===== src/rtl/quad_step_gen.sv =====
// quad_step_gen: quadrature A/B step generator.
// Accepts a command (direction, edge count, edge period in clocks) and emits
// one Gray-coded quadrature edge per step at the commanded spacing.
// Optional feature macro: QGEN_POS_EN adds a signed edge-position counter
// and the 'position' output port.

module quad_step_gen #(
  parameter int CNT_W = 16,
  parameter int DIV_W = 16,
  parameter int POS_W = 32
) (
  input  logic             clk,
  input  logic             reset,
  input  logic             cmd_valid,
  output logic             cmd_ready,
  input  logic             cmd_dir,
  input  logic [CNT_W-1:0] cmd_steps,
  input  logic [DIV_W-1:0] cmd_period,
  input  logic             abort,
  output logic             out_A,
  output logic             out_B,
  output logic             busy,
`ifdef QGEN_POS_EN
  output logic signed [POS_W-1:0] position,
`endif
  output logic             done
);

  typedef enum logic {
    IDLE = 1'b0,
    RUN  = 1'b1
  } state_t;

  state_t           state;
  logic [1:0]       phase;
  logic             dir;
  logic [CNT_W-1:0] remaining;
  logic [DIV_W-1:0] period;
  logic [DIV_W-1:0] timer;

  logic             accept;
  logic [DIV_W-1:0] period_eff;
  logic             edge_due;
  logic             final_edge;
  logic             take_edge;
  logic [1:0]       next_phase;

  // Reject nonsensical parameterisations at elaboration time.
  if (CNT_W < 1 || DIV_W < 1 || POS_W < 2) begin : g_param_check
    $error("quad_step_gen: CNT_W/DIV_W must be >= 1 and POS_W >= 2");
  end

  assign cmd_ready  = (state == IDLE) && !reset;
  assign accept     = cmd_valid && cmd_ready;
  assign busy       = (state == RUN);

  // A zero period would never expire, so it is promoted to one clock.
  assign period_eff = (cmd_period == '0) ? DIV_W'(1) : cmd_period;

  // The timer holds the clocks left until the next edge; an edge fires as it expires.
  assign edge_due   = (state == RUN) && (timer == DIV_W'(1));
  assign final_edge = edge_due && (remaining == CNT_W'(1));

  // Abort cancels any pending edge except the last one, which still lands but without done.
  assign take_edge  = edge_due && (!abort || final_edge);

  assign next_phase = dir ? (phase + 2'd1) : (phase - 2'd1);

  // Command sequencing, edge timing, Gray-coded outputs and completion pulse.
  always_ff @(posedge clk) begin
    if (reset) begin
      state     <= IDLE;
      phase     <= 2'd0;
      out_A     <= 1'b0;
      out_B     <= 1'b0;
      done      <= 1'b0;
      dir       <= 1'b0;
      remaining <= '0;
      period    <= '0;
      timer     <= '0;
`ifdef QGEN_POS_EN
      position  <= '0;
`endif
    end else begin
      done <= 1'b0;
      case (state)
        IDLE: begin
          if (accept) begin
            dir       <= cmd_dir;
            remaining <= cmd_steps;
            period    <= period_eff;
            timer     <= period_eff;
            if (cmd_steps == '0) begin
              done <= 1'b1;
            end else begin
              state <= RUN;
            end
          end
        end
        RUN: begin
          if (take_edge) begin
            phase     <= next_phase;
            out_A     <= next_phase[1];
            out_B     <= next_phase[1] ^ next_phase[0];
            remaining <= remaining - CNT_W'(1);
            timer     <= period;
`ifdef QGEN_POS_EN
            position  <= dir ? (position + POS_W'(1)) : (position - POS_W'(1));
`endif
          end else begin
            timer <= timer - DIV_W'(1);
          end
          if (final_edge) begin
            state <= IDLE;
            done  <= !abort;
          end else if (abort) begin
            state <= IDLE;
          end
        end
        default: state <= IDLE;
      endcase
    end
  end

endmodule


===== config.mk =====
export PLATFORM = sky130hd
export DESIGN_NAME = quad_step_gen
export DESIGN_NICKNAME = d
export VERILOG_FILES = /design/src/rtl/quad_step_gen.sv
export SDC_FILE = /design/constraint.sdc
export NUM_CORES = 1
export LEC_CHECK = 0
export ABC_AREA = 1
export BUFFER_PORTS_ARGS = -buffer_cell sky130_fd_sc_hd__clkbuf_2
export CAP_MARGIN = 25
export CORE_MARGIN = 4
export CORE_UTILIZATION = 41
export DETAILED_ROUTE_END_ITERATION = 8
export PLACE_DENSITY = 0.67
export SETUP_SLACK_MARGIN = 0.15
export SLEW_MARGIN = 30
export SYNTH_ARGS = -nofsm -noshare
export SYNTH_HDL_FRONTEND = slang
export SYNTH_SLANG_ARGS = --single-unit

===== constraint.sdc =====
create_clock -name clk -period 3.91 [get_ports clk]
set_clock_uncertainty 0.1 [all_clocks]
set_input_delay 0.391 -clock clk [delete_from_list [all_inputs] [get_ports clk]]
set_output_delay 0.391 -clock clk [all_outputs]
set_load 0.02 [all_outputs]

==> flow_metrics.py <==
metrics = {
    "sta": {
        "worst_pin_slew_ps": 813,
        "fin_crit_sh_pct": 60.3,
        "hold_slack_ps": 186,
        "setup_tns_ps": 0,
        "hold_viol_final": 0,
        "timing.fmax_mhz": 424,
        "drv_slew": 0,
        "slew_headroom_pct": 45.8,
        "min_period_ps": 2360,
        "rsz0062_at_grt": "false",
        "setup-violations-final": 0,
    },
    "run_status": {
        "status": "complete, no violations",
    },
    "synth": {
        "syn-num-nets": 545,
        "yosysSeqAreaShare_pct": 33.2,
        "synthCells": 504,
        "synth-main-ff-cell": "dfxtp_1",
        "ys_top_cells_by_area": "dfxtp_1 (33%), nand2_1 (13%), a21oi_1 (8.0%)",
        "yosysUniqueCellTypes": 37,
        "synth_edf_count": 0,
        "netlist.area_leader.share_pct": 33.2,
        "yosysWarnings": 0,
        "synthMuxAreaShare_pct": 0,
        "synth_seq_cells": 54,
        "synthAdderAreaFrac_pct": 1.54,
        "netlist_area_sq_um": 3250,
        "synth_compound_area_share_pct": 18.9,
        "synth_xor_area_share_pct": 3.23,
        "synth.most_common_cell": "nand2_1",
        "yosysTopAreaCell": "dfxtp_1",
        "synth_top_family_by_area": "simple AND/OR/NAND/NOR gates",
        "synth-simple-area-share_pct": 33.7,
        "synth_common_cells": "nand2_1 (114), nor2_1 (66), dfxtp_1 (54)",
        "ys_async_sr_fraction_pct": 0,
        "avgSynthCellArea_sq_um": 6.45,
    },
    "clock_tree": {
        "path_clk_slew_ps": 110,
        "hold_buffers": 0,
        "ctsRootBufferMaster": "clkbuf_8",
        "clockBufferDepth": 2,
        "cts_sinks": 54,
        "htree_levels": 2,
        "cts_buffers": 5,
        "cts_tree": "done",
        "cts-resized-gates": 0,
        "cts_setup_buffers": 0,
        "clock_latency_ps": 310,
    },
    "setup_path": {
        "crit_arrival_ps": 2500,
        "worstSetupStartpointType": "flip-flop",
        "end_kind": "flip-flop",
        "crit_required_ps": 4050,
        "rr_worst_depth": 6,
        "reg2reg_to": "timer[0]",
        "path_max_fanout": 27,
        "crit_type": "flip-flop to flip-flop",
        "reg2reg_from": "busy",
        "reg2reg_slack_ps": 1550,
    },
    "placed_design": {
        "dp_hpwl_um": 5850,
        "dpl_cell_area_sq_um": 3490,
        "gp_congestion": 0.889,
        "port_buffers": 41,
    },
    "finish": {
        "nFillCells": 806,
        "diodes": 0,
        "areaGrowthSynthToFinish_pct": 10.7,
        "nets": 575,
        "drive_above_1_share_pct": 14.2,
        "finalInstanceArea_sq_um": 3600,
    },
    "drt": {
        "m1WireLength_um": 4120,
        "drcViolationCount": 0,
        "dr_wl_met2_um": 3350,
        "drt_iter0_drc": 223,
        "postRouteAntennaNets": 0,
        "dr_wl_met3_um": 473,
        "firstDrtPassIters": 5,
        "routed_wl_um": 8070,
        "avgViaCountPerCell": 5.07,
        "wl_per_cell_um": 12.7,
        "num_vias": 3228,
        "top_layer": "met4",
    },
    "min_path": {
        "hold_path_class": "input port to flip-flop",
        "hold_path_depth": 3,
        "holdCritStartpoint": "cmd_dir",
        "hold_end": "dir",
    },
    "global_routing": {
        "grt_pass1_wl_um": 13700,
        "antenna_found_initial": 0,
        "grt_max_degree": 37,
        "grt_pass1_vias": 2908,
        "overflow": 0,
        "grt_usage_pct": 17.1,
    },
    "die": {
        "die_y_um": 97.1,
        "start_util_pct": 42.1,
        "core_sq_um": 7730,
        "die_w_um": 97.1,
        "dieArea_sq_um": 9420,
        "top_level_ports": 42,
        "row_count": 32,
    },
    "run": {
        "cap_violations": 0,
    },
    "pwr": {
        "power_density_nw_per_um2": 378,
        "ir_worst_vdd_v": 0.000188,
        "total_power_mw": 1.36,
        "p_leak_nw": 1.62,
    },
}
[worst max path at each step]
stage | start | end | cells past startpoint
2_1_floorplan | busy | timer[4] | 8
3_3_place_gp | reset | timer[8] | 7
3_5_place_dp | reset | timer[0] | 7
4_1_cts | busy | timer[0] | 6
5_1_grt | busy | remaining[13] | 11
6_report | busy | timer[0] | 6
[stage by stage]
| stage | utilization [%] | setup slack (ps) | cells |
|---|---|---|---|
| final | 46.6 | 1550 | 637 |
| after global routing | 46.6 | 1280 | 637 |
| after CTS | 46.6 | 1520 | 637 |
| after detailed placement | 45.2 | 1380 | 629 |
| after global placement | 45.2 | 1450 | 629 |
| after floorplan | - | 2160 | 504 |
[critical path, cell delays in order, from the launching register on]
cell	delay, ps
dfxtp_1	380
nor2_2	80
nand2_2	390
inv_1	350
nor2_2	620
a22oi_1	190
a21oi_1	170
[flip-flops by register name, summed over array words and instances (netlist names)]
name,cells
period,16
remaining,16
timer,16
busy,1
dir,1
done,1
out_A,1
out_B,1
phase,1
[cells in the final DEF, fill, tap and decap left out, types with 2 or more instances in the layout]
cell type / n
clkbuf_2: 41
o21ai_1: 4
nand2_2: 2
xor2_1: 9
clkbuf_8: 5
o21a_1: 3
nand4_1: 5
nand2_4: 3
xnor2_1: 3
a31oi_1: 6
inv_2: 4
nand3_1: 42
nor2_1: 66
o21ai_0: 28
buf_4: 2
a21oi_2: 5
nor2_4: 2
nand2_1: 114
a21oi_1: 52
nor4_1: 4
dfxtp_1: 54
inv_1: 49
o211ai_1: 7
ha_1: 4
nor2_2: 8
[power by group]
group,internal [mW],switching (mW)
logic,0.133,0.229
clock network,0.192,0.191
registers,0.585,0.0323
total,0.909,0.452
[kinds of logic after synthesis]
| kind of cell | Yosys count |
|---|---|
| AND/OR/NAND/NOR | 251 |
| AO/OA/AOI/OAI | 110 |
| XOR/XNOR | 12 |
| flip-flops | 54 |
| adder cells (fa/ha/maj) | 4 |
| buffers and inverters | 73 |
[final cells by class]
cell class	count	area [sq um]	share of cell area (%)
multi-input cells	377	1860	51.8
flip-flops and latches	54	1080	30.0
repair buffers	43	220	6.11
inverters	53	199	5.52
well taps	102	128	3.54
clock buffers	6	72.6	2.01
clock inverters	2	37.5	1.04
[routing by layer]
metal | up-vias | global-route usage (%)
met5 | - | 0
met4 | 0 | 4.75
met3 | 9 | 3.09
met2 | 103 | 25.1
met1 | 1408 | 25.5
li1 | 1708 | -
Note: power is estimated with default switching activity, not from simulation.
